**config.mk**
```make
export PLATFORM = sky130hd
export DESIGN_NAME = hazard_unit
export DESIGN_NICKNAME = d
export VERILOG_FILES = /design/src/rtl/hazard_unit.sv
export SDC_FILE = /design/constraint.sdc
export NUM_CORES = 1
export LEC_CHECK = 0
export CAP_MARGIN = 25
export CORE_AREA = 2 2 69 71
export DETAILED_ROUTE_END_ITERATION = 7
export DIE_AREA = 0 0 71 73
export PLACE_DENSITY = 0.65
export SLEW_MARGIN = 20
export SYNTH_ARGS = -nofsm -noshare
export SYNTH_HDL_FRONTEND = slang
export SYNTH_SLANG_ARGS = --single-unit
```
**constraint.sdc**
```tcl
create_clock -name Clk -period 6.2 [get_ports Clk]
set_clock_uncertainty 0.1 [all_clocks]
set_input_delay 1.24 -clock Clk [delete_from_list [all_inputs] [get_ports Clk]]
set_output_delay 1.24 -clock Clk [all_outputs]
set_load 0.03 [all_outputs]
```
**src/rtl/hazard_unit.sv**
```systemverilog
// Pipeline hazard unit: load-use stall FSM, operand forwarding selects and a stall counter.
// Define HAZARD_FWD_EN for MEM/WB forwarding; otherwise RAW dependences stall decode.
package hazard_pkg;
    typedef enum logic [2:0] {
        R_TYPE = 3'd0,
        IMM    = 3'd1,
        LOAD   = 3'd2,
        STORE  = 3'd3,
        BRANCH = 3'd4,
        JUMP   = 3'd5,
        NOP    = 3'd6
    } OP_Code;
endpackage

module hazard_unit
    import hazard_pkg::*;
#(
    parameter int unsigned REG_NO   = 32,
    parameter int unsigned LOAD_LAT = 1
) (
    input  logic                      Clk,
    input  logic                      Rst,
    input  OP_Code                    op_id,
    input  logic [$clog2(REG_NO)-1:0] src1,
    input  logic [$clog2(REG_NO)-1:0] src2,
    input  OP_Code                    op_ex,
    input  logic [$clog2(REG_NO)-1:0] dst_ex,
    input  logic                      wen_ex,
    input  logic [$clog2(REG_NO)-1:0] dst_mem,
    input  logic                      wen_mem,
    input  logic [$clog2(REG_NO)-1:0] dst_wb,
    input  logic                      wen_wb,
    input  logic                      flush,
    output logic                      Stall,
    output logic                      bubble,
    output logic [1:0]                fwd_a,
    output logic [1:0]                fwd_b,
    output logic [15:0]               stall_cycles
);

    localparam int unsigned RW = $clog2(REG_NO);
    // First STALL-state count; the IDLE cycle that detects the hazard is the first stall.
    localparam logic [2:0] CntInit = (LOAD_LAT > 1) ? 3'(LOAD_LAT - 2) : 3'd0;

    typedef enum logic [0:0] {StIdle, StStall} state_e;

    state_e      state_q, state_d;
    logic [2:0]  cnt_q, cnt_d;
    logic [15:0] stall_cnt_q, stall_cnt_d;

    logic        use1, use2;
    logic        load_use;
    logic        dep_stall;
    logic        stall_raw;
    logic        counted;
    logic [1:0]  fwd_a_raw, fwd_b_raw;

    // Register 0 never matches: a nonzero source equal to dst implies dst is nonzero too.
    function automatic logic hit(input logic used, input logic [RW-1:0] src,
                                 input logic wen, input logic [RW-1:0] dst);
        return used && wen && (src != '0) && (src == dst);
    endfunction

    always_comb begin
        use1 = 1'b0;
        use2 = 1'b0;
        unique case (op_id)
            R_TYPE, STORE, BRANCH: begin
                use1 = 1'b1;
                use2 = 1'b1;
            end
            IMM, LOAD: use1 = 1'b1;
            default: ;
        endcase
    end

    assign load_use = (op_ex == LOAD) &&
                      (hit(use1, src1, 1'b1, dst_ex) || hit(use2, src2, 1'b1, dst_ex));

`ifdef HAZARD_FWD_EN
    logic unused_wen_ex;
    assign unused_wen_ex = wen_ex;
    assign dep_stall     = 1'b0;

    always_comb begin
        fwd_a_raw = 2'b00;
        fwd_b_raw = 2'b00;
        if (hit(use1, src1, wen_mem, dst_mem)) begin
            fwd_a_raw = 2'b01;
        end else if (hit(use1, src1, wen_wb, dst_wb)) begin
            fwd_a_raw = 2'b10;
        end
        if (hit(use2, src2, wen_mem, dst_mem)) begin
            fwd_b_raw = 2'b01;
        end else if (hit(use2, src2, wen_wb, dst_wb)) begin
            fwd_b_raw = 2'b10;
        end
    end
`else
    logic unused_wb;
    assign unused_wb = ^{dst_wb, wen_wb};
    assign fwd_a_raw = 2'b00;
    assign fwd_b_raw = 2'b00;
    // Without bypass paths any in-flight producer in EX or MEM holds decode.
    assign dep_stall = hit(use1, src1, wen_ex, dst_ex)   || hit(use2, src2, wen_ex, dst_ex) ||
                       hit(use1, src1, wen_mem, dst_mem) || hit(use2, src2, wen_mem, dst_mem);
`endif

    always_comb begin
        state_d     = state_q;
        cnt_d       = cnt_q;
        stall_cnt_d = stall_cnt_q;
        stall_raw   = 1'b0;
        counted     = 1'b0;
        if (flush) begin
            state_d = StIdle;
            cnt_d   = 3'd0;
        end else begin
            unique case (state_q)
                StIdle: begin
                    stall_raw = load_use || dep_stall;
                    if (load_use) begin
                        counted = 1'b1;
                        if (LOAD_LAT > 1) begin
                            state_d = StStall;
                            cnt_d   = CntInit;
                        end
                    end
                end
                StStall: begin
                    stall_raw = 1'b1;
                    counted   = 1'b1;
                    if (cnt_q == 3'd0) begin
                        state_d = StIdle;
                    end else begin
                        cnt_d = cnt_q - 3'd1;
                    end
                end
            endcase
        end
        if (counted && (stall_cnt_q != 16'hFFFF)) begin
            stall_cnt_d = stall_cnt_q + 16'd1;
        end
    end

    always_ff @(posedge Clk) begin
        if (!Rst) begin
            state_q     <= StIdle;
            cnt_q       <= 3'd0;
            stall_cnt_q <= 16'd0;
        end else begin
            state_q     <= state_d;
            cnt_q       <= cnt_d;
            stall_cnt_q <= stall_cnt_d;
        end
    end

    // Reset overrides every combinational output.
    assign Stall        = Rst && stall_raw;
    assign bubble       = Stall;
    assign fwd_a        = Rst ? fwd_a_raw : 2'b00;
    assign fwd_b        = Rst ? fwd_b_raw : 2'b00;
    assign stall_cycles = stall_cnt_q;

endmodule

```
* After elaboration in Yosys (flattened, before gate mapping)
Cells that the tools add are included.
Storage, ports and cells: register bits after elaboration 20, input port bits 37, output and inout bits 22, logic and storage cells 59
Cells by class: add/subtract/negate cells 2, equality and inequality tests 10, muxes and demuxes 8, bitwise operators 3, reduce and logical (&&, ||, !) cells 33
Operator list (number):
- equality test 5 bit | 4
- logical AND 1 bit | 19
- adder 16 x 1 -> 16 bit, second input constant | 1
- inequality test 16 bit, second input constant | 1
- nonzero test 5 bit | 2
- equality test 3 x 2 -> 1 bit, second input constant | 3
- zero test 3 bit | 2
- 2-to-1 mux 1 bit | 6
- OR reduction 3 bit | 2
- logical OR 1 bit | 5
- OR reduction 5 bit | 1
- case mux 1 bit (2 select lines) | 2
- equality test 3 x 1 -> 1 bit, second input constant | 1
- equality test 3 bit, second input constant | 1
- NOT 1 bit | 3
- subtractor 3 x 1 -> 3 bit, second input constant | 1
- AND reduction 2 bit | 1
- OR reduction 2 bit | 1

* Depth between registers and ports, before layout
Gate-level depths: netlist of run 1.
depth after elaboration 13, mapped depth 8, gate-level depth less buffers 7

* Worst setup path after synthesis of run 1
Ideal clock, no wire load.
path type in2out, from input op_id[2], to output bubble, arrival 3149 ps, required time 4860 ps, setup slack 1711 ps, cell stages on the path 8, path buffers 2, cell sequence and3b_1 -> o22ai_1 -> or4_1 -> buf_2 -> o41ai_1 -> o21ai_0 -> a21oi_1 -> buf_4
Between the ends: cells in the longest elaborated chain, start to end 13, elaborated cells on any way between the ends 34, those cells by class eq/ne: 4; mux: 4; reduce/logical: 26
RTL lines:
- from (decl) | RTL line 23 | input OP_Code op_id,
- equality test 3 x 2 -> 1 bit, or another cell as far along | RTL line 67 | unique case (op_id)
- OR reduction 5 bit (no source line) or OR reduction 3 bit (tied branches)
- 2-to-1 mux 1 bit | RTL line 67
- logical AND 1 bit (3 in series) | RTL line 61 | return used && wen && (src != '0) && (src == dst);
- logical OR 1 bit (2 in series) | RTL line 105 | assign dep_stall = hit(use1, src1, wen_ex, dst_ex) || hit(use2, src2, wen_ex, dst_ex) ||
- logical OR 1 bit | RTL line 106 | hit(use1, src1, wen_mem, dst_mem) || hit(use2, src2, wen_mem, dst_mem);
- logical OR 1 bit * | RTL line 121 | stall_raw = load_use || dep_stall;
- case mux 1 bit (2 select lines) * | RTL line 119 | unique case (state_q)
- 2-to-1 mux 1 bit * | RTL line 115 | if (flush) begin
- logical AND 1 bit * | RTL line 159 | assign Stall = Rst && stall_raw;
- to (decl) | RTL line 35 | output logic bubble,
Every way passes the cells marked *; elsewhere a longest branch is shown, timed or not.

* Final worst setup path of run 1
from input src2[3], to output Stall
Between the ends: cells in the longest elaborated chain, start to end 10, elaborated cells on any way between the ends 18, those cells by class eq/ne: 2; mux: 2; reduce/logical: 14
RTL lines:
- from (decl) | RTL line 25 | input logic [$clog2(REG_NO)-1:0] src2,
- nonzero test 5 bit | RTL line 61
- logical AND 1 bit (2 in series) | RTL line 61
- logical OR 1 bit (2 in series) | RTL line 105
- logical OR 1 bit | RTL line 106
- logical OR 1 bit * | RTL line 121
- case mux 1 bit (2 select lines) * | RTL line 119
- 2-to-1 mux 1 bit * | RTL line 115
- logical AND 1 bit * | RTL line 159
- to (decl) | RTL line 34 | output logic Stall,
Marks and branches as above.

==> impl_metrics.py, run 1 <==
metrics = {
    "run_status": {
        "status": "finished, final reports clean",
    },
    "timing": {
        "fin_crit_sh_pct": 84.18,
        "tightest_slew_ps": 616.8,
        "max_freq_mhz": 191.6,
        "finalSetupTns_ps": 0,
        "rsz0062_at_grt": "false",
        "finalSetupViolCount": 0,
        "slew_violations": 0,
        "min_period_ps": 5219,
        "holdWs_ps": 385.9,
        "finalHoldViolCount": 0,
        "maxSlewHeadroom_pct": 58.73,
    },
    "placed_design": {
        "routabilityCongestion": 0.8121,
        "dp_cells": 273,
        "hpwlAfterDp_mm": 2.719,
        "portBuffers": 48,
    },
    "setup_path": {
        "path_class": "primary input to output pin",
        "arrival_ps": 3880,
        "crit_path_end_kind": "output pin",
        "cp-start-kind": "primary input",
        "critical_path.max_fanout": 7,
        "cp.required_ps": 4860,
        "r2r_cells": 6,
    },
    "clock_tree": {
        "cts.path.max_buffers": 2,
        "tritoncts": "done",
        "cts_resized": 0,
        "post-cts-setup-buffer-count": 0,
        "ctsHtreeMaxLevel": 1,
        "hold_buffers": 0,
        "path_clk_slew_ps": 70,
        "cts_root_buf": "clkbuf_8",
        "clock_latency_ps": 260,
        "clock_sinks": 20,
        "cts_made_buffers": 3,
    },
    "finish": {
        "postLayoutCoreUtil_pct": 43.39,
        "diodes": 0,
        "multi_input_area_um2": 952.2,
        "final-seq-area_um2": 400.4,
        "num-fill-cells": 464,
        "nNetsFinal": 264,
        "final_cell_mix": "clkdlybuf4s50_1, nand2_1, xnor2_1",
        "area_growth_pct": 37.74,
        "drive_above_1_share_pct": 3.604,
        "fin_cells": 276,
        "final_common_cell": "clkdlybuf4s50_1",
    },
    "routing": {
        "wirelength_mm": 3.517,
        "dr.pass1.iters": 4,
        "avgRoutedWirePerCell_um": 12.74,
        "viasPerCell": 4.949,
        "drc_errors": 0,
        "vias": 1366,
        "drt_iter0_markers": 28,
        "drtAntennaViolNets": 0,
    },
    "power_and_ir_drop": {
        "max-vdd-ir-drop_v": 0.00005318,
        "p_total_w": 0.0002644,
        "power_density_mw_per_mm2": 134.4,
        "leakagePower_nw": 0.6333,
        "switching_share_pct": 24.18,
        "power.internal_w": 0.0002005,
        "switching_power_w": 0.00006395,
        "p_seq_share_pct": 48.6,
        "pwr-share-comb_pct": 19.9,
        "p_clk_share_pct": 31.5,
    },
    "min_path": {
        "hold_class": "register to register",
        "min_delay_path_depth": 2,
    },
    "logic_synthesis": {
        "syn_area_mm2": 0.001429,
        "synthMuxAreaShare_pct": 7.005,
        "synth-edff-count": 0,
        "yosysTopAreaCell": "dfxtp_1",
        "yosysWarnings": 0,
        "ys_seq_elements": 20,
        "synthDistinctLibCells": 37,
        "ys_async_sr_fraction_pct": 0,
        "ys_seq_area_share_pct": 28.02,
        "synth-simple-area-share_pct": 30.39,
        "syn_avg_cell_area_um2": 8.027,
        "synth_flop_cell": "dfxtp_1",
        "yosysTopAreaCellShare_pct": 28.02,
        "synthCells": 178,
        "synth_area_leaders": "dfxtp_1, xnor2_1, mux2i_1, nand2_1, nand2b_1",
        "synth_fa_ha_area_share_pct": 2.627,
        "synth-compound-area-share_pct": 9.632,
        "synth_top_family_by_area": "simple AND/OR/NAND/NOR gates",
        "synth-xor-area-share_pct": 15.94,
    },
    "floorplan": {
        "rows": 25,
        "initial_core_util_pct": 31.50,
        "dieArea_mm2": 0.005183,
        "die_x_um": 71,
        "die_height_um": 73,
        "core-area_mm2": 0.004536,
        "design.portCount": 59,
    },
    "global_route": {
        "grt_pass1_wl_mm": 5.706,
        "grt_max_degree": 24,
        "grt_usage_pct": 13.57,
        "gr-total-overflow": 0,
        "antenna_found_initial": 0,
        "grt_pass1_vias": 1274,
    },
    "job": {
        "maxCapViolations": 0,
    },
}
worst paths after layout:
kind                            slack, ps                           end                         start
worst max register to register       4130  stall_cycles[1]$_SDFFE_PN0P_  stall_cycles[7]$_SDFFE_PN0P_
worst min register to register        390  stall_cycles[5]$_SDFFE_PN0P_  stall_cycles[5]$_SDFFE_PN0P_
worst min-delay path                  390  stall_cycles[5]$_SDFFE_PN0P_  stall_cycles[5]$_SDFFE_PN0P_
worst max-delay path                  980                         Stall                       src2[3]
flip-flops by register name, summed over array words and instances, names as in the netlist:
register,cells
cnt_q,3
state_q,1
stall_cycles,16
power groups by stage:
stage	clock network [W]	registers [W]	logic, W
2_1_floorplan	0	0.000131	0.0000267
6_report	0.0000833	0.000128	0.0000527
4_1_cts	0.0000876	0.000128	0.0000529
3_5_place_dp	0	0.000131	0.0000524
5_1_grt	0.0000913	0.000128	0.0000571
3_3_place_gp	0	0.000131	0.0000521
kinds of logic after synthesis:
family | after synthesis
mux | 10
flops | 20
other cells | 1
compound gates | 19
xor+xnor | 26
fa+ha+maj | 3
simple gates | 83
buf+inv | 16
layer usage:
layer  track usage (%)  wire, µm  vias up
li1                  -         -      705
met1             18.19      1710      606
met2             21.81      1513       50
met3             2.348       249        5
met4             5.241        43        0
met5                 0         0        -
synth_stat cells, drive strengths merged (2+ instances only):
library cell	instances
a2111oi	4
a21oi	3
and3	3
and4	2
buf	7
clkbuf	4
dfxtp	20
ha	3
inv	5
mux2i	10
nand2	24
nand2b	10
nand3	4
nand4	5
nor2	16
nor3	4
nor4	6
o21ai	4
or4	4
xnor2	23
xor2	3
worst max-delay path, stage by stage:
cell and delay, ps:
clkdlybuf4s50_1 560, or4_1 140, o22ai_1 90, or4_1 680, o41ai_1 110, o21ai_0 150
a21oi_1 220, clkdlybuf4s50_1 700
stage by stage:
step / worst slack [ps] / area, µm²
CTS: 960.4 / 1968
detailed placement: 967.8 / 1927
global placement: 999.3 / 1927
floorplan: 1711 / 1440
finish: 980.8 / 1968
global route: 824.1 / 1968
final cells by class:
class	count	share of cell area [%]
inverters	5	0.9536
repair buffers	49	24.79
well taps	54	3.433
flip-flops and latches	20	20.34
multi-input cells	145	48.38
clock buffers	3	2.098
(Power assumes the default switching activity.)
==> run 2: changes to the inputs <==
clock period = 5 ns   (was 6.2 ns; I/O delays follow)
==> impl_metrics.py, run 2 (synthesized netlist as in run 1, its figures left out) <==
metrics = {
    "timing": {
        "maxSlewHeadroom_pct": 58.73,
        "tightest_slew_ps": 603.5,
        "rsz0062_at_grt": "false",
        "finalSetupViolCount": 0,
        "max_freq_mhz": 211.5,
        "fin_crit_sh_pct": 94.55,
        "finalHoldViolCount": 0,
        "setup_ws_ps": 272.5,
        "finalSetupTns_ps": 0,
        "min_period_ps": 4727,
        "slew_violations": 0,
    },
    "placed_design": {
        "place_area_mm2": 0.001927,
        "post-place-ws_ps": 255.0,
        "hpwlAfterDp_mm": 2.752,
        "routabilityCongestion": 0.8362,
        "portBuffers": 48,
        "dp_cells": 273,
    },
    "routing": {
        "drc_errors": 0,
        "drt_iter0_markers": 26,
        "viasPerCell": 4.949,
        "dr.pass1.iters": 4,
        "avgRoutedWirePerCell_um": 12.78,
        "wirelength_mm": 3.527,
        "drtAntennaViolNets": 0,
        "vias": 1366,
    },
    "clock_tree": {
        "cts_root_buf": "clkbuf_8",
        "post-cts-setup-buffer-count": 0,
        "cts.path.max_buffers": 2,
        "clock_latency_ps": 260,
        "cts_made_buffers": 3,
        "ctsHtreeMaxLevel": 1,
        "tritoncts": "done",
        "clock_sinks": 20,
        "path_clk_slew_ps": 60,
        "cts_resized": 0,
        "hold_buffers": 0,
    },
    "finish": {
        "drive_above_1_share_pct": 3.604,
        "design_area_mm2": 0.001968,
        "diodes": 0,
        "final_cell_mix": "clkdlybuf4s50_1, nand2_1, xnor2_1",
        "num-fill-cells": 472,
        "final_common_cell": "clkdlybuf4s50_1",
        "area_growth_pct": 37.74,
        "largest_register_ffs": 16,
        "fin_cells": 276,
        "nNetsFinal": 264,
    },
    "global_route": {
        "gr-total-overflow": 0,
        "grt_max_degree": 23,
        "grt_usage_pct": 13.86,
        "grt_pass1_vias": 1304,
        "antenna_found_initial": 0,
        "grt_pass1_wl_mm": 5.809,
    },
    "setup_path": {
        "crit_chain": "clkdlybuf4s50_1 > or4_1 > o22ai_1 > or4_1 > o41ai_1 > o21ai_0 > a21oi_1 > clkdlybuf4s50_1",
        "crit_path_end_kind": "output pin",
        "cp.required_ps": 3900,
        "crit_start": "src2[3]",
        "cp-start-kind": "primary input",
        "cp_slowest_stage_delay_ps": 700,
        "r2r_start": "stall_cycles[7]$_SDFFE_PN0P_",
        "cpMaxStageDelayCell": "clkdlybuf4s50_1",
        "path_class": "primary input to output pin",
        "arrival_ps": 3630,
        "critical_path.max_fanout": 7,
    },
    "power_and_ir_drop": {
        "leakagePower_nw": 0.6333,
        "switching_power_w": 0.00007919,
        "p_clk_share_pct": 31.5,
        "max-vdd-ir-drop_v": 0.0001073,
        "p_total_w": 0.0003277,
        "switching_share_pct": 24.16,
        "p_seq_share_pct": 48.6,
        "power_density_mw_per_mm2": 166.5,
        "power.internal_w": 0.0002485,
        "pwr-share-comb_pct": 19.9,
    },
    "floorplan": {
        "design.portCount": 59,
        "core-area_mm2": 0.004536,
        "die_x_um": 71,
        "initial_core_util_pct": 31.50,
        "dieArea_mm2": 0.005183,
        "die_height_um": 73,
        "rows": 25,
    },
    "job": {
        "maxCapViolations": 0,
    },
    "min_path": {
        "min-delay-start": "cnt_q[1]$_SDFFE_PP0P_",
        "hold_class": "register to register",
    },
    "run_status": {
        "status": "finished, final reports clean",
    },
}
## run 2: path summary, 6_finish.rpt
check / to / slack (ps) / depth (start not counted)
setup / recovery: Stall / 270 / 8
hold / removal: cnt_q[1]$_SDFFE_PP0P_ / 390 / 2
setup reg to reg: stall_cycles[1]$_SDFFE_PN0P_ / 2970 / 6
hold reg to reg: cnt_q[1]$_SDFFE_PP0P_ / 390 / 2
## run 2: through the flow
stage                     util, %  hold slack, ps
after floorplan                 -           354.4
after global placement      42.48           369.6
after detailed placement    42.48           386.0
after CTS                   43.39           401.1
after global routing        43.39           427.9
final                       43.39           393.9
## run 2: worst max-delay path, delay by kind of cell
kind            cells  cell delay [ps]
compound gates      4              560
buf+inv             2             1250
simple gates        2              810
## run 2: power by group through the flow
stage / logic, W / clock network (W) / registers, W
final: 0.0000652 / 0.000103 / 0.000159
after global routing: 0.0000712 / 0.000114 / 0.000159
after CTS: 0.0000657 / 0.000107 / 0.000159
after detailed placement: 0.0000650 / 0 / 0.000163
after global placement: 0.0000646 / 0 / 0.000163
after floorplan: 0.0000331 / 0 / 0.000163
## run 2: final cells by class
| class | instances | area (µm²) | area share [%] |
|---|---|---|---|
| well taps | 54 | 67.56 | 3.433 |
| repair buffers | 49 | 488.0 | 24.79 |
| clock buffers | 3 | 41.29 | 2.098 |
| multi-input cells | 145 | 952.2 | 48.38 |
| inverters | 5 | 18.77 | 0.9536 |
| flip-flops and latches | 20 | 400.4 | 20.34 |
## run 2: routing by layer
metal | vias to the layer above | share of wire (%) | global-route usage (%)
met2 | 53 | 43 | 22.53
met4 | 0 | 0.88 | 4.403
met3 | 5 | 7.3 | 2.486
li1 | 704 | - | -
met5 | - | 0 | 0
met1 | 604 | 49 | 18.70
